### src/rtl/melody_sequencer_pkg.sv
// Shared definitions for the melody sequencer: register map, bit positions,
// FSM state encoding and note-entry layout.
package melody_sequencer_pkg;

    localparam logic [2:0] REG_CTRL = 3'd0;
    localparam logic [2:0] REG_GAPT = 3'd1;
    localparam logic [2:0] REG_PUSH = 3'd2;
    localparam logic [2:0] REG_STAT = 3'd3;

    localparam int CTRL_START = 0;
    localparam int CTRL_LOOP  = 1;
    localparam int CTRL_CLEAR = 2;
    localparam int CTRL_IRQEN = 3;

    localparam int STAT_BUSY  = 0;
    localparam int STAT_FULL  = 1;
    localparam int STAT_EMPTY = 2;
    localparam int STAT_OVF   = 3;
    localparam int STAT_DONE  = 4;

    localparam logic [3:0] NOTE_SILENCE = 4'd0;
    localparam logic [3:0] NOTE_MAX     = 4'd14;

    localparam int ENTRY_W = 20;

    typedef enum logic [2:0] {
        ST_IDLE = 3'd0,
        ST_LOAD = 3'd1,
        ST_NOTE = 3'd2,
        ST_GAP  = 3'd3,
        ST_NEXT = 3'd4
    } state_t;

    typedef struct packed {
        logic [3:0]  note;
        logic [15:0] dur;
    } entry_t;

endpackage

### src/rtl/melody_note_ram.sv
// Note-list storage: DEPTH x 20-bit entries {note, dur}, synchronous write,
// registered read with one cycle of latency.
module melody_note_ram
    import melody_sequencer_pkg::*;
#(
    parameter int DEPTH = 16,
    parameter int AW    = $clog2(DEPTH)
)(
    input  logic               clk,
    input  logic               rstn,
    input  logic               we,
    input  logic [AW-1:0]      waddr,
    input  logic [ENTRY_W-1:0] wdata,
    input  logic [AW-1:0]      raddr,
    output logic [ENTRY_W-1:0] rdata
);

    logic [ENTRY_W-1:0] mem_r [DEPTH];

    // Write port; the array is left unreset so it can map onto memory.
    always_ff @(posedge clk) begin
        if (we) begin
            mem_r[waddr] <= wdata;
        end
    end

    // Registered read port.
    always_ff @(posedge clk or negedge rstn) begin
        if (!rstn) begin
            rdata <= '0;
        end else begin
            rdata <= mem_r[raddr];
        end
    end

endmodule

### src/rtl/melody_sequencer.sv
// Bus-mapped note sequencer feeding the buzzer tone stage.
// Optional done interrupt enabled by defining MELODY_DONE_IRQ_EN.
module melody_sequencer
    import melody_sequencer_pkg::*;
#(
    parameter int DEPTH  = 16,
    parameter int MS_DIV = 50000
)(
    input  logic        clk,
    input  logic        rstn,
    input  logic [7:0]  addrIn,
    input  logic [7:0]  addrOut,
    input  logic [3:0]  sizeDecode,
    input  logic [31:0] dataIn,
    output logic [31:0] dataOut,
    output logic [3:0]  noteCode,
    output logic        noteValid,
    output logic        busy,
    output logic        irq
);

    localparam int IW = $clog2(DEPTH);
    localparam int CW = IW + 1;
    localparam int PW = (MS_DIV > 1) ? $clog2(MS_DIV) : 1;
    localparam logic [CW-1:0] DEPTH_C  = CW'(DEPTH);
    localparam logic [PW-1:0] PRE_LAST = PW'(MS_DIV - 1);

    state_t        state_r, state_nx_s;
    entry_t        rd_entry_s;
    logic [CW-1:0] count_r;
    logic [IW-1:0] idx_r, idx_nx_s, wr_ptr_r;
    logic [PW-1:0] pre_r;
    logic [15:0]   ms_left_r, gapt_r;
    logic          loop_r, irqen_r, irqen_nx_s, overflow_r, done_r, done_nx_s, irq_nx_s;
    logic          wr_en_s, wr_ctrl_s, wr_gapt_s, wr_push_s, wr_stat_s;
    logic          start_s, clear_s, full_s, empty_s, push_ok_s, push_drop_s;
    logic          more_s, tick_end_s, finish_s;
    logic          note_valid_s, busy_s;
    logic [3:0]    note_code_s;
    logic [31:0]   rdata_s;
    logic          unused_s;

    assign wr_en_s     = |sizeDecode;
    assign wr_ctrl_s   = wr_en_s && (addrIn[2:0] == REG_CTRL);
    assign wr_gapt_s   = wr_en_s && (addrIn[2:0] == REG_GAPT);
    assign wr_push_s   = wr_en_s && (addrIn[2:0] == REG_PUSH);
    assign wr_stat_s   = wr_en_s && (addrIn[2:0] == REG_STAT);
    assign start_s     = wr_ctrl_s && dataIn[CTRL_START];
    assign clear_s     = wr_ctrl_s && dataIn[CTRL_CLEAR];
    assign full_s      = (count_r == DEPTH_C);
    assign empty_s     = (count_r == {CW{1'b0}});
    assign push_ok_s   = wr_push_s && !clear_s && !full_s;
    assign push_drop_s = wr_push_s && !clear_s && full_s;
    assign more_s      = (({1'b0, idx_r}) + CW'(1)) < count_r;
    // The last prescaler cycle of the last millisecond ends a NOTE or GAP.
    assign tick_end_s  = (pre_r == PRE_LAST) && (ms_left_r == 16'd1);
    assign finish_s    = (state_r == ST_NEXT) && (state_nx_s == ST_IDLE) && !clear_s;
    assign unused_s    = ^{addrIn, addrOut, dataIn};

`ifdef MELODY_DONE_IRQ_EN
    assign irqen_nx_s = wr_ctrl_s ? dataIn[CTRL_IRQEN] : irqen_r;
    assign irq_nx_s   = done_nx_s && irqen_nx_s;
`else
    assign irqen_nx_s = 1'b0;
    assign irq_nx_s   = 1'b0;
`endif

    melody_note_ram #(.DEPTH(DEPTH), .AW(IW)) u_ram (
        .clk   (clk),
        .rstn  (rstn),
        .we    (push_ok_s),
        .waddr (wr_ptr_r),
        .wdata (dataIn[ENTRY_W-1:0]),
        .raddr (idx_nx_s),
        .rdata (rd_entry_s)
    );

    // FSM state register.
    always_ff @(posedge clk or negedge rstn) begin
        if (!rstn) begin
            state_r <= ST_IDLE;
        end else begin
            state_r <= state_nx_s;
        end
    end

    // FSM next-state logic; CLEAR overrides everything.
    always_comb begin
        state_nx_s = state_r;
        if (clear_s) begin
            state_nx_s = ST_IDLE;
        end else begin
            case (state_r)
                ST_IDLE: state_nx_s = (start_s && !empty_s) ? ST_LOAD : ST_IDLE;
                ST_LOAD: state_nx_s = (rd_entry_s.dur != 16'd0) ? ST_NOTE : ST_NEXT;
                ST_NOTE: begin
                    if (tick_end_s) begin
                        state_nx_s = (gapt_r != 16'd0) ? ST_GAP : ST_NEXT;
                    end else begin
                        state_nx_s = ST_NOTE;
                    end
                end
                ST_GAP:  state_nx_s = tick_end_s ? ST_NEXT : ST_GAP;
                ST_NEXT: state_nx_s = (more_s || loop_r) ? ST_LOAD : ST_IDLE;
                default: state_nx_s = ST_IDLE;
            endcase
        end
    end

    // Next entry index; also drives the RAM read address so LOAD sees the entry.
    always_comb begin
        idx_nx_s = idx_r;
        if (clear_s) begin
            idx_nx_s = {IW{1'b0}};
        end else if ((state_r == ST_IDLE) && (state_nx_s == ST_LOAD)) begin
            idx_nx_s = {IW{1'b0}};
        end else if (state_r == ST_NEXT) begin
            if (more_s) begin
                idx_nx_s = idx_r + IW'(1);
            end else if (loop_r) begin
                idx_nx_s = {IW{1'b0}};
            end else begin
                idx_nx_s = idx_r;
            end
        end else begin
            idx_nx_s = idx_r;
        end
    end

    // Done flag: set on natural end of playback, cleared by any STAT write.
    always_comb begin
        if (finish_s) begin
            done_nx_s = 1'b1;
        end else if (wr_stat_s) begin
            done_nx_s = 1'b0;
        end else begin
            done_nx_s = done_r;
        end
    end

    // Millisecond prescaler and duration counter, restarted on each NOTE/GAP entry.
    always_ff @(posedge clk or negedge rstn) begin
        if (!rstn) begin
            pre_r     <= '0;
            ms_left_r <= 16'd0;
        end else if ((state_nx_s == ST_NOTE) && (state_r != ST_NOTE)) begin
            pre_r     <= '0;
            ms_left_r <= rd_entry_s.dur;
        end else if ((state_nx_s == ST_GAP) && (state_r != ST_GAP)) begin
            pre_r     <= '0;
            ms_left_r <= gapt_r;
        end else if ((state_r == ST_NOTE) || (state_r == ST_GAP)) begin
            if (pre_r == PRE_LAST) begin
                pre_r     <= '0;
                ms_left_r <= ms_left_r - 16'd1;
            end else begin
                pre_r     <= pre_r + PW'(1);
            end
        end else begin
            pre_r     <= '0;
        end
    end

    // Software-visible registers, list bookkeeping and playback index.
    always_ff @(posedge clk or negedge rstn) begin
        if (!rstn) begin
            loop_r     <= 1'b0;
            irqen_r    <= 1'b0;
            gapt_r     <= 16'd0;
            overflow_r <= 1'b0;
            done_r     <= 1'b0;
            count_r    <= '0;
            wr_ptr_r   <= '0;
            idx_r      <= '0;
        end else begin
            if (wr_ctrl_s) begin
                loop_r <= dataIn[CTRL_LOOP];
            end
            if (wr_gapt_s) begin
                gapt_r <= dataIn[15:0];
            end
            if (wr_stat_s) begin
                overflow_r <= 1'b0;
            end else if (push_drop_s) begin
                overflow_r <= 1'b1;
            end
            if (clear_s) begin
                count_r  <= '0;
                wr_ptr_r <= '0;
            end else if (push_ok_s) begin
                count_r  <= count_r + CW'(1);
                wr_ptr_r <= wr_ptr_r + IW'(1);
            end
            irqen_r <= irqen_nx_s;
            done_r  <= done_nx_s;
            idx_r   <= idx_nx_s;
        end
    end

    // Output decode from the upcoming state so outputs track the state register.
    always_comb begin
        note_valid_s = 1'b0;
        note_code_s  = NOTE_SILENCE;
        busy_s       = 1'b1;
        case (state_nx_s)
            ST_IDLE: busy_s = 1'b0;
            ST_NOTE: begin
                note_valid_s = 1'b1;
                note_code_s  = rd_entry_s.note;
            end
            ST_LOAD, ST_GAP, ST_NEXT: busy_s = 1'b1;
            default: busy_s = 1'b0;
        endcase
    end

    // Registered tone-stage outputs and interrupt.
    always_ff @(posedge clk or negedge rstn) begin
        if (!rstn) begin
            noteCode  <= NOTE_SILENCE;
            noteValid <= 1'b0;
            busy      <= 1'b0;
            irq       <= 1'b0;
        end else begin
            noteCode  <= note_code_s;
            noteValid <= note_valid_s;
            busy      <= busy_s;
            irq       <= irq_nx_s;
        end
    end

    // Read-data mux.
    always_comb begin
        rdata_s = 32'd0;
        case (addrOut[2:0])
            REG_CTRL: begin
                rdata_s[CTRL_LOOP]  = loop_r;
                rdata_s[CTRL_IRQEN] = irqen_r;
            end
            REG_GAPT: rdata_s[15:0] = gapt_r;
            REG_PUSH: rdata_s = 32'd0;
            REG_STAT: begin
                rdata_s[STAT_BUSY]  = busy;
                rdata_s[STAT_FULL]  = full_s;
                rdata_s[STAT_EMPTY] = empty_s;
                rdata_s[STAT_OVF]   = overflow_r;
                rdata_s[STAT_DONE]  = done_r;
                rdata_s[15:8]       = 8'(count_r);
                rdata_s[23:16]      = 8'(idx_r);
            end
            default: rdata_s = 32'd0;
        endcase
    end

    // Registered read data, one cycle behind addrOut.
    always_ff @(posedge clk or negedge rstn) begin
        if (!rstn) begin
            dataOut <= 32'd0;
        end else begin
            dataOut <= rdata_s;
        end
    end

endmodule

### config.mk
export PLATFORM = sky130hd
export DESIGN_NAME = melody_sequencer
export DESIGN_NICKNAME = d
export VERILOG_FILES = /design/src/rtl/melody_sequencer_pkg.sv /design/src/rtl/melody_note_ram.sv /design/src/rtl/melody_sequencer.sv
export SDC_FILE = /design/constraint.sdc
export NUM_CORES = 1
export LEC_CHECK = 0
export ABC_AREA = 1
export CAP_MARGIN = 10
export CORE_ASPECT_RATIO = 1.1
export CORE_UTILIZATION = 42
export CTS_BUF_LIST = sky130_fd_sc_hd__clkbuf_8
export CTS_CLUSTER_SIZE = 28
export DETAILED_ROUTE_END_ITERATION = 8
export HOLD_SLACK_MARGIN = 0.08
export MAX_ROUTING_LAYER = met4
export PLACE_DENSITY = 0.68
export SYNTH_ARGS = -nofsm -noshare
export SYNTH_HDL_FRONTEND = slang
export SYNTH_SLANG_ARGS = --single-unit
### constraint.sdc
create_clock -name clk -period 3.7 [get_ports clk]
set_clock_uncertainty 0.1 [all_clocks]
set_input_delay 0.925 -clock clk [delete_from_list [all_inputs] [get_ports clk]]
set_output_delay 0.925 -clock clk [all_outputs]
set_load 0.02 [all_outputs]
==> impl_results.md, run 1 <==
* Congestion Overflow GR at 0
* Initial antenna violation count at 1
* Maxcap violations at 0
* ANT nets after route at 0
* Tot GR Track Use at 21.1%
* Nets at around 2200
* Yosys reg bits at between 400 and 500
* Critical path's slowest cell: dfrtp_1
* Cell repeated most along the worst path: nand2_1
* Post-CTS Setup Repair Bufs at 0
* Drt first pass iters at 5
* Area fraction in compound gates after synthesis at ~2.7%
* Hold slack final at 0.212 ns
* CP Buf/Inv Count at 1
* Mux cell area share after synthesis at 0%
* Part of the Yosys area used for sequential elements at a little over three fifths
* Clock sink total at around 430
* Port buffer count at between 50 and 60
* Vias in the first global route at approximately 14000
* DR DRC count at 0
* Status: complete, no violations
* Share of cells above drive strength 1 at about a tenth
* Die area at between 40000 and 50000 um2
* Sequence of cells on the critical path: ha_1 -> nand2_1 -> nor2_1 -> ha_1 -> nand2_1 -> nand2_1 -> nor2_1 -> nand3_1 -> nand2_1 -> a21oi_2 -> nand2_4 -> nand3_4 -> nand2_4 -> buf_12 -> nand2_1 -> nand3_1 -> nand3_1 -> nand3_1 -> nand2_1
* Hold_buf cts at 0
* CP Max Fanout at 29
* Vias at between 10000 and 15000
* Skew-Pair Late Insertion Delay at ~0.64 ns
* Io pins at slightly above 90
* Worst hold path type: in -> async
* Final setup TNS at 0 ns
* Worst path max stage delay at 0.49 ns
* R2R Setup Slk at between 0.3 and 0.4 ns
* Final Setup Violations at 0
* Max VDD drop at about 0.22 mV
* CTS Buffer Depth at 3
* Routed len/inst at roughly 18 um
* Largest net degree at the start of global routing at 60
* EDFF count, synth at 320
* Worst r2r dst: u_ram.rdata[3]$_DFF_PN0_
* Synth Cell Area at approximately 20000 um2
* Top FF cell, synth: edfxtp_1
* XOR/XNOR Fraction of Synth Area at less than 1%
* Setup CP Type: reg -> reg
* H-tree lvl count at 3
* Cell Count Post-Placement at between 2000 and 3000
* CTS tree: built
* Die H at about 230 um
* Worst r2r src: idx_r[0]$_DFF_PN0_
* Avg Cell Area, Syn at 9.98 um2
* Fin crit period at 3.34 ns
* Total CTS buffers at 69
* Slew @ Worst Pin at about 0.78 ns
* Iteration-0 DRC Markers at ~1100
* Layout fillers at slightly above 4000
* Total Wirelength at about 49000 um
* First-pass GRT wire length at about 76000 um
* Max-Slew Margin vs Limit at around half
* Required time worst endpoint at about 4.1 ns
* Largest family of logic cells by synthesized area: simple AND/OR/NAND/NOR gates
* Hold Fails Final Rpt at 0
* Core ar. at 46600 um2
* R2R depth at 19
* Fin crit share at 90.3%
* Ys async rst share at a little over a quarter
* Final Wtd Congestion at 0.957
* Leakage at 9.77 nW
* CP endpoint kind: register
* Cell Rows at 83
* Die width at about 210 um
* Mapped Cells at just under 2000
* Critical Path AT at 3.73 ns
* Clock transition at the registers of the reported paths at about 0.060 ns
* Non-filler cells, final at 2742
* Fmax at 299 MHz
* Yosys cell types at 44
* Critical path's top delay family: simple AND/OR/NAND/NOR gates
* Pwr Density at approximately 480 nW/um2
* Vias per cell at between 5 and 6
* Simple logic cell fraction of the synthesized area at roughly a quarter
* RSZ-0062 raised after global routing: no
* Synth Warn # at 0
* Max-slew violation count at 0
* Area Growth Syn to Fin at 14.6%
* Initial Utilization at a little over two fifths
* Synth Area in Adders at less than 1%
* CTS root buf: clkbuf_8
* CP startpoint kind: register
* Post_cts resized at 0
* Post-DP HPWL at 31000 um
layout by cell type (no fill, tap or decap), types with 15 or more instances in the layout:
cell type / netlist / layout
a21oi_1: 26 / 26
buf_12: 0 / 21
buf_4: 16 / 59
clkbuf_8: 0 / 73
clkdlybuf4s50_1: 0 / 56
dfrtp_1: 113 / 113
edfxtp_1: 320 / 320
inv_1: 333 / 353
inv_2: 15 / 15
nand2_1: 311 / 311
nand3_1: 406 / 406
nand3b_1: 82 / 82
nor2_1: 124 / 108
nor2_2: 7 / 22
o21ai_0: 24 / 24
o21ai_1: 22 / 22
metal layers:
metal / part of all wire, % / wire length, um / GRT usage, %
met1: 40 / 19500 / 24.6
met2: 51 / 24800 / 36.2
met3: 5.3 / 2590 / 3.11
met4: 3.4 / 1670 / 9.10
met5: 0 / 0 / -
registers in the layout (all words and copies together) (netlist names), 3 cells and up:
name and count:
u_ram.rdata 20, noteCode 4, ms_left_r 16, idx_r 4, state_r 3, gapt_r 16, pre_r 16, dataOut 20
count_r 5, u_ram.mem_r 320, wr_ptr_r 4
stage by stage:
| stage | utilization (%) | instance area (um2) | total power, mW | setup slack, ns |
|---|---|---|---|---|
| after CTS | 48.7 | 22700 | 11.1 | 0.360 |
| after global routing | 48.7 | 22700 | 11.5 | 0.0100 |
| after floorplan | - | 19900 | 6.74 | 0.523 |
| after global placement | 46.0 | 21500 | 7.25 | 0.118 |
| final | 48.7 | 22700 | 11.0 | 0.359 |
| after detailed placement | 46.0 | 21500 | 7.31 | 0.0598 |
synthesized netlist by cell type, types with 2 or more instances:
| library cell | instances | area share, % |
|---|---|---|
| a21oi_1 | 26 | 0.66 |
| a31oi_1 | 3 | 0.095 |
| buf_1 | 2 | 0.038 |
| buf_2 | 56 | 1.4 |
| buf_4 | 16 | 0.61 |
| buf_6 | 10 | 0.57 |
| clkbuf_1 | 23 | 0.44 |
| dfrtp_1 | 113 | 14 |
| edfxtp_1 | 320 | 48 |
| ha_1 | 14 | 0.88 |
| inv_1 | 333 | 6.3 |
| inv_2 | 15 | 0.28 |
| nand2_1 | 311 | 5.9 |
| nand2_2 | 4 | 0.13 |
| nand3_1 | 406 | 10 |
| nand3_2 | 3 | 0.15 |
| nand3b_1 | 82 | 3.1 |
| nand4_1 | 8 | 0.25 |
| nor2_1 | 124 | 2.3 |
| nor2_2 | 7 | 0.22 |
| nor2_4 | 2 | 0.11 |
| nor3_1 | 11 | 0.28 |
| nor3b_1 | 2 | 0.076 |
| nor4_1 | 5 | 0.16 |
| o211ai_1 | 4 | 0.15 |
| o21ai_0 | 24 | 0.61 |
| o21ai_1 | 22 | 0.56 |
| o22ai_1 | 10 | 0.32 |
| or2_2 | 2 | 0.063 |
| xor2_1 | 13 | 0.57 |
power breakdown:
group	internal, mW	switching (mW)	total, mW
Clock	1.90	1.86	3.76
Combinational	0.539	1.02	1.56
Sequential	5.49	0.177	5.66
cell type report:
class	count	area [um2]	share of cell area [%]
inverter	349	1310	5.77
sequential	433	12400	54.8
multi-input combinational	1106	5540	24.4
clock buffer	73	1000	4.42
timing repair buffer	136	1420	6.27
antenna	1	2.50	0.0110
clock inverter	49	245	1.08
tap	595	744	3.28
how the worst max path moves through the flow:
stage	start	end	slack [ns]	cells after the start
4_1_cts	idx_r[0]$_DFF_PN0_	u_ram.rdata[3]$_DFF_PN0_	0.36	19
6_report	idx_r[0]$_DFF_PN0_	u_ram.rdata[3]$_DFF_PN0_	0.36	19
5_1_grt	idx_r[0]$_DFF_PN0_	ms_left_r[3]$_DFFE_PN0P_	0.01	17
2_1_floorplan	addrIn[0]	u_ram.mem_r[11][0]$_DFFE_PP_	0.52	6
3_3_place_gp	sizeDecode[3]	ms_left_r[3]$_DFFE_PN0P_	0.12	13
3_5_place_dp	addrIn[0]	u_ram.rdata[14]$_DFF_PN0_	0.06	14
cells by family after synthesis:
| kind of cell | after synthesis |
|---|---|
| and+or+nand+nor | 971 |
| buffers and inverters | 458 |
| DFF | 433 |
| AOI/OAI and AO/OA | 95 |
| adders and majority gates | 14 |
| xor gates and xnor gates | 13 |
| other | 1 |
Note: power is estimated with default switching activity, not from simulation.
==> run 2, diff against run 1 <==
--- a/config.mk
+++ b/config.mk
@@ -10,6 +10,7 @@
 export CORE_ASPECT_RATIO = 1.1
 export CORE_UTILIZATION = 42
 export CTS_BUF_LIST = sky130_fd_sc_hd__clkbuf_8
+export CTS_CLUSTER_DIAMETER = 120
 export CTS_CLUSTER_SIZE = 28
 export DETAILED_ROUTE_END_ITERATION = 8
 export HOLD_SLACK_MARGIN = 0.08
==> impl_results.md, run 2 (synthesis gave the netlist of run 1 again) <==
* Worst hold path type: in -> async
* Die area at 48000 um2 (unchanged)
* Setup CP Type: reg -> reg
* Pre-CTS setup slack at 0.0598 ns (unchanged)
* Total CTS buffers at 19 (-72%)
* Max FFs per register at 320 (unchanged)
* Slew @ Worst Pin at 0.759 ns (-0.0159 ns)
* Nets at 2113 (-2.3%)
* Cell count along the critical path at 17 (-2)
* Drt first pass iters at 5 (unchanged)
* Largest regs: u_ram.mem_r: 320 flops, dataOut: 20 flops, u_ram.rdata: 20 flops
* Final Wtd Congestion at 0.957 (unchanged)
* R2R Setup Slk at 0.34 ns (-0.02 ns)
* Critical path's top delay family: simple AND/OR/NAND/NOR gates
* CTS Buffer Depth at 3 (unchanged)
* Maxcap violations at 0 (unchanged)
* H-tree lvl count at 1 (-2)
* Hold slack final at 0.184 ns (-0.0281 ns)
* CTS root buf: clkbuf_8
* Fin crit share at 90.9% (+0.62 points)
* Combinational share of power at 17.1% (+2.9 points)
* Most frequent cells in the layout: 406 x nand3_1, 345 x inv_1, 320 x edfxtp_1, 311 x nand2_1, 113 x dfrtp_1
* Iteration-0 DRC Markers at 1185 (+3.5%)
* Final Power at 9.12 mW (-17%)
* Worst r2r dst: u_ram.rdata[14]$_DFF_PN0_
* Required time worst endpoint at 4.15 ns (+0.06 ns)
* Fmax at 297 MHz (-0.69%)
* Area of the multi-input gates at 5550 um2 (about the same)
* Core ar. at 46600 um2 (unchanged)
* Worst r2r src: idx_r[0]$_DFF_PN0_
* Switch share at 28.5% (+0.73 points)
* Leakage at 9.26 nW (-5.2%)
* R2R depth at 17 (-2)
* Commonest non-fill, non-tap cell in the layout: nand3_1
* Final worst slack at 0.336 ns (-0.0231 ns)
* Clk pwr share at 21.0% (-13 points)
* Status: complete, no violations
* Vias in the first global route at 13300 (-4.3%)
* Max-Slew Margin vs Limit at 49.2% (+1.1 points)
* Area Growth Syn to Fin at 10.0%
* CP Max Fanout at 51 (+76%)
* ANT nets after route at 0 (unchanged)
* Sequence of cells on the critical path: ha_1 -> nand2_1 -> nor2_1 -> ha_1 -> nand2_1 -> nor2_1 -> nand2_1 -> nand3_1 -> nand2_1 -> o21ai_1 -> inv_1 -> nor2_4 -> buf_12 -> nand3_1 -> nand3_1 -> nand3_1 -> nand2_1
* Fin crit period at 3.36 ns (+0.0231 ns)
* Largest net degree at the start of global routing at 60 (unchanged)
* Critical path's slowest cell: dfrtp_1
* Initial Utilization at 42.5% (unchanged)
* Total Wirelength at 47600 um (-2.0%)
* Sequential group share of total power at 62.0% (+10 points)
* Skew-Pair Late Insertion Delay at 0.64 ns (about the same)
* Hold Fails Final Rpt at 0 (unchanged)
* CTS tree: built
* Max-slew violation count at 0 (unchanged)
* Port buffer count at 57 (unchanged)
* Clock sink total at 433 (unchanged)
* DR DRC count at 0 (unchanged)
* Final setup TNS at 0 ns (unchanged)
* CP Buf/Inv Count at 2 (+1)
* Die width at 209 um (unchanged)
* Worst path max stage delay at 0.50 ns (about the same)
* Die H at 230 um (unchanged)
* Vias at 13800 (-2.1%)
* Register area at 12400 um2 (unchanged)
* Share of cells above drive strength 1 at 7.63% (-2.9 points)
* Pwr Density at 418 nW/um2 (-13%)
* Vias per cell at 5.20 (+1.1%)
* Critical Path AT at 3.81 ns (+0.08 ns)
* Switch Pwr at 2.60 mW (-15%)
* Final Setup Violations at 0 (unchanged)
* Clock transition at the registers of the reported paths at 0.16 ns (+0.10 ns)
* Hold_buf cts at 0 (unchanged)
* Reg with most FFs: u_ram.mem_r
* Pint at 6.52 mW (-18%)
* Io pins at 93 (unchanged)
* Post-DP HPWL at 31000 um (unchanged)
* RSZ-0062 raised after global routing: no
* CP endpoint kind: register
* Post-CTS Setup Repair Bufs at 0 (unchanged)
* Cell Rows at 83 (unchanged)
* CP startpoint kind: register
* First-pass GRT wire length at 74400 um (-2.2%)
* Max VDD drop at 0.223 mV (+0.57%)
* Congestion Overflow GR at 0 (unchanged)
* Initial antenna violation count at 2 (+1)
* Cell repeated most along the worst path: nand2_1
* Tot GR Track Use at 20.4% (-0.67 points)
* Layout fillers at 4233 (+2.7%)
* Routed len/inst at 17.9 um (+1.2%)
run 2: cell types whose count changed in the layout (fill, tap and decap cells not counted), sizes merged:
cell / change
diode: +1
clkinv: -23
clkbuf: -54
inv: -9
clkinvlp: -2
bufinv: -1
run 2: stage by stage:
stage | utilization, % | area [um2] | std cells
CTS | 46.7 | 21800 | 2652
global route | 46.7 | 21800 | 2654
floorplan | - | 19900 | 1997
detailed placement | 46.0 | 21500 | 2619
finish | 46.7 | 21800 | 2654
global placement | 46.0 | 21500 | 2619
run 2: worst max path at each step:
stage                        from                      endpoint  slack, ns
2_1_floorplan           addrIn[0]  u_ram.mem_r[11][0]$_DFFE_PP_       0.52
3_3_place_gp        sizeDecode[3]      ms_left_r[3]$_DFFE_PN0P_       0.12
3_5_place_dp            addrIn[0]     u_ram.rdata[14]$_DFF_PN0_       0.06
4_1_cts        idx_r[0]$_DFF_PN0_     u_ram.rdata[14]$_DFF_PN0_       0.33
5_1_grt        idx_r[0]$_DFF_PN0_     u_ram.rdata[14]$_DFF_PN0_       0.03
6_report       idx_r[0]$_DFF_PN0_     u_ram.rdata[14]$_DFF_PN0_       0.34
run 2: power by group through the flow:
stage          Sequential, mW  Combinational (mW)  Clock (mW)
4_1_cts                  5.65                1.56        1.97
2_1_floorplan            5.76               0.985           0
3_3_place_gp             5.75                1.51           0
6_report                 5.65                1.56        1.91
5_1_grt                  5.68                1.75        2.11
3_5_place_dp             5.76                1.55           0
run 2: routing by layer:
layer	vias to the layer above	share of wire, %	track usage (%)
met5	-	0	-
li1	6626	-	-
met3	72	4.8	1.56
met4	0	2.8	6.46
met2	379	52	35.8
met1	6725	41	25.1
run 2: area by class of cell:
type	count	area share, %
Multi-Input combinational cell	1106	25.4
Inverter	349	6.01
Tap cell	595	3.42
Clock buffer	19	1.20
Antenna cell	2	0.0230
Timing Repair Buffer	136	6.53
Sequential cell	433	57.1
Clock inverter	14	0.316
run 2: timing repair:
item                                   CTS  global route
setup endpoints to repair                0             1
gates resized for setup                  0             1
endpoints found under the hold margin    0             0
==> run 3, diff against run 2 <==
--- a/config.mk
+++ b/config.mk
@@ -15,7 +15,7 @@
 export DETAILED_ROUTE_END_ITERATION = 8
 export HOLD_SLACK_MARGIN = 0.08
 export MAX_ROUTING_LAYER = met4
-export PLACE_DENSITY = 0.68
+export PLACE_DENSITY = 0.67
 export SYNTH_ARGS = -nofsm -noshare
 export SYNTH_HDL_FRONTEND = slang
 export SYNTH_SLANG_ARGS = --single-unit
==> impl_results.md, run 3 (synthesis gave the netlist of run 1 again) <==
* Total Wirelength at 47500 um (-0.13%)
* Max FFs per register at 320 (unchanged)
* Cell count along the critical path at 18 (+1)
* Initial antenna violation count at 1 (-1)
* Clk pwr share at 20.9% (about the same)
* Commonest non-fill, non-tap cell in the layout: nand3_1
* Core ar. at 46600 um2 (unchanged)
* Pre-CTS setup slack at 0.0624 ns (+0.00258 ns)
* Post-CTS Setup Repair Bufs at 0 (unchanged)
* Post_cts resized at 0 (unchanged)
* Fin crit period at 3.35 ns (-0.0153 ns)
* Non-filler cells, final at 2638 (-0.60%)
* CP startpoint kind: register
* Vias in the first global route at 13100 (-2.2%)
* Cell repeated most along the worst path: nand3_1
* Largest net degree at the start of global routing at 69 (+15%)
* GR Util met1 at 25.6% (+0.47 points)
* Vias at 13600 (-1.6%)
* Worst r2r src: idx_r[0]$_DFF_PN0_
* Layout fillers at 4208 (-0.59%)
* Die width at 209 um (unchanged)
* R2R depth at 18 (+1)
* Placed cell area at 21400 um2 (-0.29%)
* Final setup TNS at 0 ns (unchanged)
* Skew-Pair Late Insertion Delay at 0.63 ns (about the same)
* Io pins at 93 (unchanged)
* Maxcap violations at 0 (unchanged)
* Area Growth Syn to Fin at 9.69%
* Iteration-0 DRC Markers at 1388 (+17%)
* Worst r2r dst: u_ram.rdata[19]$_DFF_PN0_
* Tot GR Track Use at 20.4% (-0.062 points)
* Reg with most FFs: u_ram.mem_r
* Drt first pass iters at 7 (+2)
* CTS Buffer Depth at 3 (unchanged)
* CTS root buf: clkbuf_8
* Final Setup Violations at 0 (unchanged)
* Setup CP Type: reg -> reg
* Vias per cell at 5.15 (-1.0%)
* Cell Rows at 83 (unchanged)
* Max-Slew Margin vs Limit at 43.3% (-6.0 points)
* R2R Setup Slk at 0.35 ns (+0.02 ns)
* CTS tree: built
* DR DRC count at 4 (+4)
* Fmax at 299 MHz (+0.46%)
* Leakage at 9.18 nW (-0.90%)
* Largest regs: u_ram.mem_r: 320 flops, dataOut: 20 flops, u_ram.rdata: 20 flops
* Max-slew violation count at 0 (unchanged)
* Die area at 48000 um2 (unchanged)
* Slew @ Worst Pin at 0.851 ns (+0.0918 ns)
* Met3 Usage GRT at 1.56% (unchanged)
* Port buffer count at 57 (unchanged)
* Die H at 230 um (unchanged)
* Max VDD drop at 0.236 mV (+5.4%)
* ANT nets after route at 0 (unchanged)
* Hold Fails Final Rpt at 0 (unchanged)
* Switch share at 28.5% (-0.029 points)
* Pwr Density at 419 nW/um2 (about the same)
* Nets at 2098 (-0.71%)
* Cell Count Post-Placement at 2604 (-0.57%)
* Critical Path AT at 3.74 ns (-0.07 ns)
* Hold_buf cts at 0 (unchanged)
* Status: finished, violations left
* Post-DP HPWL at 29600 um (-4.6%)
* Final instance area at 21700 um2 (-0.29%)
* Combinational share of power at 17.0% (about the same)
* CP startpoint: idx_r[0]$_DFF_PN0_
* Final Power at 9.10 mW (-0.25%)
* Share of cells above drive strength 1 at 6.91% (-0.72 points)
* Worst path max stage delay at 0.50 ns (about the same)
* Clock transition at the registers of the reported paths at 0.17 ns (about the same)
* CP Max Fanout at 37 (-27%)
* CP endpoint kind: register
* Busiest grt layer: met2
* RSZ-0062 raised after global routing: no
* First-pass GRT wire length at 74000 um (-0.49%)
* Failing checks: DRC
* Pint at 6.50 mW (-0.21%)
* Sequence of cells on the critical path: ha_1 -> xor2_1 -> ha_1 -> inv_1 -> nor2_1 -> nand2_1 -> nand3_1 -> nand2_2 -> a21oi_2 -> nand2_4 -> nand3_4 -> buf_12 -> buf_12 -> nand3_1 -> nand3_1 -> nand3_1 -> nand3_1 -> nand2_1
* CP Buf/Inv Count at 3 (+1)
* Clock sink total at 433 (unchanged)
* M2 GR Usage at 35.0% (-0.74 points)
* Switch Pwr at 2.59 mW (-0.35%)
* Critical path's top delay family: simple AND/OR/NAND/NOR gates
* Final worst slack at 0.352 ns (+0.0153 ns)
* Worst hold path type: in -> async
* Final Wtd Congestion at 0.910 (-4.9%)
* Required time worst endpoint at 4.09 ns (-0.06 ns)
* Fin crit share at 90.5% (-0.41 points)
* Congestion Overflow GR at 0 (unchanged)
* Routed len/inst at 18.0 um (+0.47%)
* Sequential group share of total power at 62.1% (about the same)
* Most frequent cells in the layout: 406 x nand3_1, 345 x inv_1, 320 x edfxtp_1, 310 x nand2_1, 113 x dfrtp_1
* H-tree lvl count at 1 (unchanged)
* Worst setup endpoint: u_ram.rdata[19]$_DFF_PN0_
* Critical path's slowest cell: dfrtp_1
* Initial Utilization at 42.5% (unchanged)
* Total CTS buffers at 19 (unchanged)
-- run 3: cell count changes in the layout (fill, tap and decap cells not counted), sizes merged --
cell / before / now
buf: 80 / 65
clkinvlp: 1 / 0
-- run 3: routing by layer --
| layer | vias to the layer above | part of all wire [%] | wire length [um] |
|---|---|---|---|
| met5 | - | 0 | 0 |
| met4 | 0 | 2.8 | 1330 |
| met3 | 68 | 4.1 | 1950 |
| met2 | 344 | 50 | 24000 |
| met1 | 6570 | 43 | 20300 |
| li1 | 6593 | - | - |
-- run 3: metrics by stage --
step	hold slack, ns	util [%]
6_report	0.288	46.6
5_1_grt	0.338	46.6
4_1_cts	0.292	46.6
3_5_place_dp	0.363	45.9
3_3_place_gp	0.354	45.9
2_1_floorplan	0.333	-
-- run 3: worst reg2reg max path, stage by stage (launching register included) --
cell and delay (ns):
dfrtp_1 0.50, ha_1 0.26, xor2_1 0.16, ha_1 0.28, inv_1 0.03, nor2_1 0.09, nand2_1 0.06, nand3_1 0.12
nand2_2 0.15, a21oi_2 0.18, nand2_4 0.09, nand3_4 0.21, buf_12 0.27, buf_12 0.22, nand3_1 0.09, nand3_1 0.09
nand3_1 0.11, nand3_1 0.10, nand2_1 0.09
-- run 3: worst min-delay path by stage --
stage / slack (ns) / depth (start not counted) / to
3_3_place_gp: 0.35 / 1 / pre_r[0]$_DFF_PN0_
6_report: 0.29 / 1 / ms_left_r[2]$_DFFE_PN0P_
5_1_grt: 0.34 / 1 / ms_left_r[2]$_DFFE_PN0P_
4_1_cts: 0.29 / 1 / ms_left_r[2]$_DFFE_PN0P_
2_1_floorplan: 0.33 / 1 / pre_r[0]$_DFF_PN0_
3_5_place_dp: 0.36 / 1 / pre_r[0]$_DFF_PN0_
-- run 3: power by group through the flow --
stage	logic, mW	clock network, mW	registers, mW
finish	1.55	1.90	5.65
global placement	1.51	0	5.75
CTS	1.55	1.95	5.65
global route	1.73	2.09	5.69
detailed placement	1.54	0	5.76
floorplan	0.985	0	5.76
-- run 3: cell type report --
type                            count  area, um2  share of cell area (%)
Sequential cell                   433      12400                    57.2
Multi-Input combinational cell   1106       5550                    25.5
Timing Repair Buffer              121       1360                    6.26
Inverter                          349       1310                    6.03
Tap cell                          595        744                    3.43
Clock buffer                       19        262                    1.20
Clock inverter                     13       61.3                   0.282
Antenna cell                        2       5.00                  0.0230
